[src/rtl/csr_arb_pkg.sv]
// Shared types and constants for the two-requester CSR arbiter.
//   arb_state_e      : arbiter FSM states
//   TIMEOUT_DATA     : read data returned to a requester whose read was aborted
//   Def*             : default parameter values for csr_master_arbiter
package csr_arb_pkg;

    localparam int unsigned DefAddrW         = 32;
    localparam int unsigned DefDataW         = 32;
    localparam int unsigned DefTimeoutCycles = 1024;

    localparam logic [31:0] TIMEOUT_DATA = 32'hDEADBEEF;

    typedef enum logic [1:0] {
        StIdle,
        StCmd,
        StRdWait,
        StAbort
    } arb_state_e;

endpackage

[src/rtl/csr_arb_rr2.sv]
// Two-way round-robin selector.
//   req   : request vector, bit i = requester i active
//   last  : index of the requester granted most recently
//   grant : one-hot grant (all zero when nothing is requested)
module csr_arb_rr2 (
    input  logic [1:0] req,
    input  logic       last,
    output logic [1:0] grant
);

    always_comb begin
        grant = req;
        // On contention the requester that was not served last wins.
        if (req == 2'b11) begin
            grant = last ? 2'b01 : 2'b10;
        end
    end

endmodule

[src/rtl/csr_master_arbiter.sv]
// Arbitrates two Avalon-MM style CSR requesters (m0: JTAG master, m1: local host)
// onto one shared CSR slave, one transaction at a time, with a stall timeout.
//   clk_clk, clk_reset_reset_n : clock, asynchronous active-low reset
//   m0_* / m1_*                : requester command in, readdata/readdatavalid/waitrequest out
//   s_*                        : shared slave command out, response in
//   err_timeout / err_clear    : sticky timeout flag, synchronous clear
module csr_master_arbiter
    import csr_arb_pkg::*;
#(
    parameter int unsigned ADDR_W         = DefAddrW,
    parameter int unsigned DATA_W         = DefDataW,
    parameter int unsigned TIMEOUT_CYCLES = DefTimeoutCycles
) (
    input  logic                clk_clk,
    input  logic                clk_reset_reset_n,

    input  logic [ADDR_W-1:0]   m0_address,
    input  logic                m0_read,
    input  logic                m0_write,
    input  logic [DATA_W-1:0]   m0_writedata,
    input  logic [DATA_W/8-1:0] m0_byteenable,
    output logic [DATA_W-1:0]   m0_readdata,
    output logic                m0_readdatavalid,
    output logic                m0_waitrequest,

    input  logic [ADDR_W-1:0]   m1_address,
    input  logic                m1_read,
    input  logic                m1_write,
    input  logic [DATA_W-1:0]   m1_writedata,
    input  logic [DATA_W/8-1:0] m1_byteenable,
    output logic [DATA_W-1:0]   m1_readdata,
    output logic                m1_readdatavalid,
    output logic                m1_waitrequest,

    output logic [ADDR_W-1:0]   s_address,
    output logic                s_read,
    output logic                s_write,
    output logic [DATA_W-1:0]   s_writedata,
    output logic [DATA_W/8-1:0] s_byteenable,
    input  logic [DATA_W-1:0]   s_readdata,
    input  logic                s_readdatavalid,
    input  logic                s_waitrequest,

    output logic                err_timeout,
    input  logic                err_clear
);

    localparam int unsigned CntW = $clog2(TIMEOUT_CYCLES + 1);

    arb_state_e      state_q, state_d;
    logic            gnt_q, gnt_d;        // granted requester index
    logic            last_q, last_d;      // last-served requester index
    logic [CntW-1:0] cnt_q, cnt_d;
    logic            err_q, err_d;
    logic            from_cmd_q, from_cmd_d;  // abort was taken from the command phase
    logic            op_rd_q, op_rd_d;        // transaction in flight is a read

    logic [1:0]          req, grant;
    logic [ADDR_W-1:0]   sel_address;
    logic                sel_read, sel_write, sel_rd_only, timeout_hit;
    logic [DATA_W-1:0]   sel_writedata;
    logic [DATA_W/8-1:0] sel_byteenable;
    logic                wait_gnt, rdv_gnt;
    logic [DATA_W-1:0]   rdata_gnt;

    assign req = {m1_read | m1_write, m0_read | m0_write};

    csr_arb_rr2 u_rr2 (
        .req   (req),
        .last  (last_q),
        .grant (grant)
    );

    assign sel_address    = gnt_q ? m1_address    : m0_address;
    assign sel_read       = gnt_q ? m1_read       : m0_read;
    assign sel_write      = gnt_q ? m1_write      : m0_write;
    assign sel_writedata  = gnt_q ? m1_writedata  : m0_writedata;
    assign sel_byteenable = gnt_q ? m1_byteenable : m0_byteenable;
    // Read and write together is treated as a write.
    assign sel_rd_only    = sel_read & ~sel_write;
    assign timeout_hit    = (cnt_q == CntW'(TIMEOUT_CYCLES - 1));

    always_ff @(posedge clk_clk or negedge clk_reset_reset_n) begin
        if (!clk_reset_reset_n) begin
            state_q    <= StIdle;
            gnt_q      <= 1'b0;
            last_q     <= 1'b1;
            cnt_q      <= '0;
            err_q      <= 1'b0;
            from_cmd_q <= 1'b0;
            op_rd_q    <= 1'b0;
        end else begin
            state_q    <= state_d;
            gnt_q      <= gnt_d;
            last_q     <= last_d;
            cnt_q      <= cnt_d;
            err_q      <= err_d;
            from_cmd_q <= from_cmd_d;
            op_rd_q    <= op_rd_d;
        end
    end

    // Next-state logic. A timeout set in the same cycle as err_clear wins.
    always_comb begin
        state_d    = state_q;
        gnt_d      = gnt_q;
        last_d     = last_q;
        cnt_d      = cnt_q;
        err_d      = err_q & ~err_clear;
        from_cmd_d = from_cmd_q;
        op_rd_d    = op_rd_q;
        unique case (state_q)
            StIdle: begin
                if (|grant) begin
                    state_d = StCmd;
                    gnt_d   = grant[1];
                    cnt_d   = '0;
                end
            end
            StCmd: begin
                cnt_d   = cnt_q + CntW'(1);
                op_rd_d = sel_rd_only;
                if (!s_waitrequest) begin
                    if (sel_rd_only) begin
                        state_d = StRdWait;
                    end else begin
                        state_d = StIdle;
                        last_d  = gnt_q;
                    end
                end else if (timeout_hit) begin
                    state_d    = StAbort;
                    from_cmd_d = 1'b1;
                    err_d      = 1'b1;
                    last_d     = gnt_q;
                end
            end
            StRdWait: begin
                cnt_d = cnt_q + CntW'(1);
                if (s_readdatavalid) begin
                    state_d = StIdle;
                    last_d  = gnt_q;
                end else if (timeout_hit) begin
                    state_d    = StAbort;
                    from_cmd_d = 1'b0;
                    err_d      = 1'b1;
                    last_d     = gnt_q;
                end
            end
            StAbort: begin
                state_d = StIdle;
            end
            default: begin
                state_d = StIdle;
            end
        endcase
    end

    // Slave command and granted-requester response; idle values elsewhere.
    always_comb begin
        s_address    = '0;
        s_read       = 1'b0;
        s_write      = 1'b0;
        s_writedata  = '0;
        s_byteenable = '0;
        wait_gnt     = 1'b1;
        rdv_gnt      = 1'b0;
        rdata_gnt    = '0;
        unique case (state_q)
            StCmd: begin
                s_address    = sel_address;
                s_read       = sel_rd_only;
                s_write      = sel_write;
                s_writedata  = sel_writedata;
                s_byteenable = sel_byteenable;
                wait_gnt     = s_waitrequest;
            end
            StRdWait: begin
                if (s_readdatavalid) begin
                    rdv_gnt   = 1'b1;
                    rdata_gnt = s_readdata;
                end
            end
            StAbort: begin
                wait_gnt = ~from_cmd_q;
                if (op_rd_q) begin
                    rdv_gnt   = 1'b1;
                    rdata_gnt = DATA_W'(TIMEOUT_DATA);
                end
            end
            default: ;
        endcase
    end

    assign m0_waitrequest   = gnt_q ? 1'b1 : wait_gnt;
    assign m1_waitrequest   = gnt_q ? wait_gnt : 1'b1;
    assign m0_readdatavalid = ~gnt_q & rdv_gnt;
    assign m1_readdatavalid = gnt_q & rdv_gnt;
    assign m0_readdata      = gnt_q ? '0 : rdata_gnt;
    assign m1_readdata      = gnt_q ? rdata_gnt : '0;
    assign err_timeout      = err_q;

endmodule

[config.mk]
export PLATFORM = sky130hd
export DESIGN_NAME = csr_master_arbiter
export DESIGN_NICKNAME = d
export VERILOG_FILES = /design/src/rtl/csr_arb_pkg.sv /design/src/rtl/csr_arb_rr2.sv /design/src/rtl/csr_master_arbiter.sv
export SDC_FILE = /design/constraint.sdc
export NUM_CORES = 1
export LEC_CHECK = 0
export CORE_AREA = 3 3 120 122
export DETAILED_ROUTE_END_ITERATION = 12
export DIE_AREA = 0 0 123 125
export GPL_TIMING_DRIVEN = 0
export HOLD_SLACK_MARGIN = 0.02
export PLACE_DENSITY = 0.59
export SLEW_MARGIN = 40
export SYNTH_ARGS = -nofsm -noshare
export SYNTH_HDL_FRONTEND = slang
export SYNTH_HIERARCHICAL = 1
export SYNTH_SLANG_ARGS = --single-unit
[constraint.sdc]
create_clock -name clk_clk -period 6.23 [get_ports clk_clk]
set_clock_uncertainty 0.2 [all_clocks]
set_input_delay 1.246 -clock clk_clk [delete_from_list [all_inputs] [get_ports clk_clk]]
set_output_delay 1.246 -clock clk_clk [all_outputs]
set_load 0.05 [all_outputs]
==> run_results.csv, run 1 <==
group,metric,value,unit
route,first_iter_violations,99,
finish,nNetsFinal,895,
grt,grt_pass1_vias,3972,
yosys,ys_seq_area_share,16.99,%
route,wl_per_cell,17.25,um
setup_path,path_cells,"clkdlybuf4s50_1 > nand2_1 > nand2b_1 > nand2b_1 > clkbuf_1 > clkbuf_1 > nor2_1 > clkdlybuf4s50_1",
die,core,13300,um2
route,antenna_left,0,
finish,fin_area,6106,um2
setup_path,critical_path.top_delay_family,"buffers and inverters",
yosys,synth-edff-count,0,
sta,setup_viol,0,
route,vias_per_cell,4.475,
sta,fin_crit_sh,80.07,%
yosys,synth_cells,392,
setup_path,max_stage_delay,830,ps
setup_path,cp_data_required_time,4780,ps
yosys,synth_top_area_share,26.73,%
route,vias,3969,
sta,fmax,0.2005,GHz
finish,finalNonFillerCells,887,
hold_path,hold_class,"flop to flop",
clock_tree,cts_root_buf,"clkbuf_16",
sta,tns,0,ps
grt,gr-total-overflow,0,
yosys,ys_seq_elements,18,
setup_path,slowest_stage,"clkdlybuf4s50_1",
grt,antenna_found_initial,0,
placed_design,gp_congestion,0.8870,
clock_tree,cts_htree_levels,1,
clock_tree,clockBufferDepth,2,
sta,drv_slew,0,
yosys,synth_async_sr_flop_share,100.0,%
sta,min_period,4988,ps
placed_design,place_inst,883,
yosys,synth_area_leaders,"mux2i_1, nor2_1, dfrtp_1",
finish,post-route-util,45.93,%
clock_tree,post_cts_buffers,0,
die,fp-row-count,42,
placed_design,place_area,6027,um2
setup_path,crit_buf_inv,4,
yosys,syn_nets,575,
setup_path,worst_ep_arrival_time,3540,ps
grt,grt_pass1_wl,22.27,mm
sta,rsz0062_at_grt,"false",
finish,final_common_cell,"clkdlybuf4s50_1",
die,initial_utilization,20.00,%
yosys,ys_types,46,
clock_tree,postCtsResizedCells,0,
finish,final_cell_mix,"clkdlybuf4s50_1, nor2_1, mux2i_1",
finish,antenna_cells,0,
status,status,"completed",
clock_tree,clk_pin_slew,60,ps
power_and_ir_drop,powerDensity,383.9,nW/um2
route,drt_first_pass_iters,4,
yosys,synth_area_per_cell,6.783,um2
power_and_ir_drop,ir_drop,267.7,uV
clock_tree,cts_sinks,18,
placed_design,hpwl,13.43,mm
route,drc,0,
clock_tree,ctsHoldBuffers,0,
sta,finalWorstSetupSlack,1242,ps
die,ios,316,
sta,worstMarginPinSlew,712.6,ps
die,die_h,125,um
placed_design,io_buffers,315,
setup_path,start_kind,"input pin",
sta,slew_headroom,52.49,%
sta,hold_violations,0,
clock_tree,cts_made_buffers,3,
job,drv_cap,0,
setup_path,criticalPathCategory,"input pin to primary output",
die,dieArea,15380,um2
route,routed_wl,15.30,mm
finish,drive_gt1_share,3.516,%
clock_tree,clock_latency,250,ps
power_and_ir_drop,power_leakage,2.415,nW
grt,grt_max_degree,19,
yosys,yosysWarnings,6,
grt,track_usage,18.44,%
setup_path,cp_max_fo,10,
placed_design,dp_worst_setup_slack,1238,ps
yosys,synth_area_leader_cell,"mux2i_1",
finish,syn2layout_area_growth,129.6,%
setup_path,setup.worst_path.end_class,"primary output",
yosys,ys.flop_type,"dfrtp_1",
die,die_width,123,um
clock_tree,cts_tree,"yes",
yosys,syn-cell-area,2659,um2
[Yosys cell counts (2+ instances only)]
cell	n
or3_1	7
nand3_1	4
clkbuf_1	20
mux2i_1	71
xnor2_1	3
a21oi_1	12
nand2_1	16
nor2b_1	3
inv_1	9
o21ai_0	34
nor3_1	2
and2_1	16
o31ai_1	2
dfrtp_1	17
buf_2	8
ha_1	6
a21o_1	2
nor2_1	127
nand2b_1	3
or2_2	4
[routing by layer]
layer	track usage, %	part of all wire [%]	vias up
met3	5.556	10	20
met5	0	0	-
met4	4.430	2.6	0
li1	-	-	1961
met2	35.19	51	214
met1	19.43	36	1774
[through the flow]
step | power (W) | hold WS, ps
CTS | 0.002372 | 324.1
floorplan | 0.001510 | 247.4
global route | 0.002468 | 344.3
detailed placement | 0.002234 | 312.4
finish | 0.002344 | 320.3
global placement | 0.002219 | 296.6
[flip-flops by register name (all words and copies together), names as in the netlist]
register,flops
op_rd_q,1
gnt_q,1
err_timeout,1
from_cmd_q,1
cnt_q,11
state_q,2
last_q,1
[power breakdown]
group,leakage (nW),internal (W),switching [W]
clock network,0.0382,0.0000870,0.0000446
registers,0.233,0.000147,0.0000233
logic,2.14,0.000712,0.00133
total,2.41,0.000945,0.00140
[final timing paths]
| check | depth (start not counted) | to | startpoint | slack [ps] |
|---|---|---|---|---|
| worst min register to register | 2 | err_timeout$_DFF_PN0_ | err_timeout$_DFF_PN0_ | 320 |
| worst max register to register | 7 | cnt_q[8]$_DFFE_PN0P_ | last_q$_DFFE_PN1P_ | 3780 |
| min in group asynchronous | 1 | cnt_q[6]$_DFFE_PN0P_ | clk_reset_reset_n | 730 |
| worst min-delay path | 2 | err_timeout$_DFF_PN0_ | err_timeout$_DFF_PN0_ | 320 |
| worst max-delay path | 8 | m0_readdata[12] | s_readdatavalid | 1240 |
| max in group asynchronous | 1 | last_q$_DFFE_PN1P_ | clk_reset_reset_n | 4760 |
[worst register-to-register path: cells and delay by family, from the launching register on]
family	cells	cell delay [ps]
DFF	1	560
buffers and inverters	2	220
and+or+nand+nor	3	920
AOI/OAI and AO/OA	2	480
[kinds of logic (layout without fill, tap and decap cells)]
kind of cell | after synthesis | after routing | share of synthesized area, %
compound gates | 59 | 59 | 12.57
xor+xnor | 3 | 3 | 0.9884
fa+ha+maj | 6 | 6 | 2.823
buf+inv | 39 | 358 | 5.929
flops | 18 | 18 | 16.99
mux | 72 | 72 | 27.15
simple gates | 195 | 195 | 33.55
[layout make-up]
type	count	area, um2
Fill cell	1333	7189
Timing Repair Buffer	315	3148
Buffer	29	120.1
Clock buffer	4	78.83
Sequential cell	18	451.7
Multi-Input combinational cell	335	2049
Inverter	10	37.54
Tap cell	176	220.2
No activity file was read; power rests on OpenSTA's default activity.
==> inputs of run 2 (changes only) <==
--- a/config.mk
+++ b/config.mk
@@ -5,12 +5,12 @@
 export SDC_FILE = /design/constraint.sdc
 export NUM_CORES = 1
 export LEC_CHECK = 0
-export CORE_AREA = 3 3 120 122
+export CORE_AREA = 3 3 123 125
 export DETAILED_ROUTE_END_ITERATION = 12
-export DIE_AREA = 0 0 123 125
+export DIE_AREA = 0 0 126 128
 export GPL_TIMING_DRIVEN = 0
 export HOLD_SLACK_MARGIN = 0.02
-export PLACE_DENSITY = 0.59
+export PLACE_DENSITY = 0.57
 export SLEW_MARGIN = 40
 export SYNTH_ARGS = -nofsm -noshare
 export SYNTH_HDL_FRONTEND = slang
==> constraint.sdc (replaced) <==
create_clock -name clk_clk -period 4.7 [get_ports clk_clk]
set_clock_uncertainty 0.2 [all_clocks]
set_input_delay 0.94 -clock clk_clk [delete_from_list [all_inputs] [get_ports clk_clk]]
set_output_delay 0.94 -clock clk_clk [all_outputs]
set_load 0.05 [all_outputs]
==> run_results.csv, run 2 (synthesized netlist as in run 1, its figures left out) <==
group,metric,value,unit
status,status,"completed",
power_and_ir_drop,switching_power,0.001862,W
power_and_ir_drop,pwr-share-comb,86.8,%
clock_tree,cts_root_buf,"clkbuf_16",
clock_tree,clk_pin_slew,50,ps
finish,reg.largest.list,"cnt_q (11), state_q (2)",
power_and_ir_drop,swShare,59.51,%
placed_design,place_inst,887,
power_and_ir_drop,pwr-share-clk,6.0,%
route,antenna_left,0,
hold_path,hold_path_end,"op_rd_q$_DFFE_PN0P_",
sta,tns,0,ps
grt,grt_pass1_wl,22.87,mm
sta,rsz0062_at_grt,"false",
finish,n_fill_cell,1427,
die,die_width,126,um
setup_path,critPathLaunch,"s_readdatavalid",
setup_path,worst_ep_arrival_time,3150,ps
finish,final_common_cell,"clkdlybuf4s50_1",
finish,largest_register_ffs,11,
sta,setup_viol,0,
clock_tree,clock_latency,250,ps
setup_path,r2r_start,"last_q$_DFFE_PN1P_",
clock_tree,post_cts_buffers,0,
die,core,13990,um2
sta,slew_headroom,56.54,%
setup_path,max_stage_delay,830,ps
clock_tree,postCtsResizedCells,0,
clock_tree,cts_sinks,18,
route,vias,3932,
grt,gr-total-overflow,0,
sta,min_period,4285,ps
route,drt_first_pass_iters,4,
finish,antenna_cells,0,
hold_path,hold_class,"flop to flop",
die,ios,316,
setup_path,start_kind,"input pin",
grt,antenna_found_initial,0,
sta,fmax,0.2334,GHz
power_and_ir_drop,p_int,0.001267,W
finish,syn2layout_area_growth,130.2,%
power_and_ir_drop,power_frac_seq,7.2,%
finish,drive_gt1_share,3.657,%
clock_tree,clockBufferDepth,2,
clock_tree,cts_tree,"yes",
setup_path,cp_data_required_time,3560,ps
power_and_ir_drop,power_leakage,2.421,nW
sta,fin_crit_sh,91.18,%
finish,post-route-util,43.76,%
finish,final_cell_mix,"clkdlybuf4s50_1, nor2_1, mux2i_1",
setup_path,worst_r2r_endpoint,"cnt_q[8]$_DFFE_PN0P_",
setup_path,cp_max_fo,10,
route,first_iter_violations,111,
placed_design,gp_congestion,0.9299,
clock_tree,cts_htree_levels,1,
setup_path,criticalPathCategory,"input pin to primary output",
hold_path,hp-start,"op_rd_q$_DFFE_PN0P_",
finish,nNetsFinal,895,
route,routed_wl,15.65,mm
power_and_ir_drop,powerDensity,511.3,nW/um2
sta,worstMarginPinSlew,651.9,ps
placed_design,io_buffers,315,
route,vias_per_cell,4.413,
grt,grt_pass1_vias,3971,
finish,regMostFlops,"cnt_q",
grt,grt_max_degree,19,
placed_design,hpwl,13.75,mm
route,drc,0,
grt,track_usage,18.08,%
sta,hold_violations,0,
die,initial_utilization,19.01,%
sta,drv_slew,0,
setup_path,slowest_stage,"clkdlybuf4s50_1",
job,drv_cap,0,
route,wl_per_cell,17.57,um
clock_tree,ctsHoldBuffers,0,
finish,finalNonFillerCells,891,
die,die_h,128,um
setup_path,path_cells,"clkdlybuf4s50_1 > nand2_1 > nand2b_1 > nand2b_1 > clkbuf_1 > clkbuf_1 > nor2_1 > clkdlybuf4s50_1",
power_and_ir_drop,ir_drop,350.4,uV
die,dieArea,16130,um2
die,fp-row-count,43,
hold_path,hold_depth,1,
setup_path,rrSetupSlack,2250,ps
clock_tree,cts_made_buffers,3,
setup_path,rr_worst_depth,7,
setup_path,setup.worst_path.end_class,"primary output",
## run 2: metal layers
| layer | part of all wire [%] | wire length [um] | vias to the layer above | GRT usage [%] |
|---|---|---|---|---|
| met4 | 1.8 | 281 | 0 | 4.164 |
| met5 | 0 | 0 | - | 0 |
| met2 | 54 | 8401 | 196 | 35.21 |
| met3 | 8.3 | 1294 | 17 | 4.208 |
| met1 | 36 | 5674 | 1757 | 19.72 |
| li1 | - | - | 1962 | - |
## run 2: layout make-up
| type | instances | area [um2] | share of cell area, % |
|---|---|---|---|
| multi-input combinational | 335 | 2049 | 33.48 |
| buffer | 29 | 120.1 | 1.962 |
| sequential | 18 | 451.7 | 7.379 |
| clock buffer | 4 | 88.84 | 1.451 |
| timing repair buffer | 315 | 3148 | 51.43 |
| inverter | 10 | 37.54 | 0.6132 |
| tap | 180 | 225.2 | 3.679 |
## run 2: how the worst max path moves through the flow
stage,slack (ps),endpoint
after global placement,450,m1_readdata[28]
after global routing,230,m0_readdata[21]
after CTS,420,m1_readdata[28]
final,410,m0_readdata[11]
after detailed placement,420,m1_readdata[28]
after floorplan,1420,m0_readdata[18]
## run 2: power by group through the flow
stage / Clock, W / Sequential [W] / Combinational (W)
final: 0.000189 / 0.000225 / 0.00272
after global routing: 0.000201 / 0.000230 / 0.00287
after CTS: 0.000196 / 0.000223 / 0.00275
after detailed placement: 0 / 0.000226 / 0.00274
after global placement: 0 / 0.000224 / 0.00273
after floorplan: 0 / 0.000218 / 0.00178
## run 2: worst max-delay path: cells and delay by family
| family | cells | cell delay [ps] |
|---|---|---|
| buffers and inverters | 4 | 1770 |
| and+or+nand+nor | 4 | 430 |
## run 2: per-stage QoR
step                      power [W]  hold WS [ps]  setup WS, ps  cell area (um2)
after detailed placement   0.002966         267.1         424.5             6032
after CTS                  0.003169         279.9         418.7             6121
after global routing       0.003303         308.8         229.5             6121
final                      0.003129         276.1         414.6             6121
after floorplan            0.002001         247.4          1415             2659
after global placement     0.002952         259.1         449.2             6037
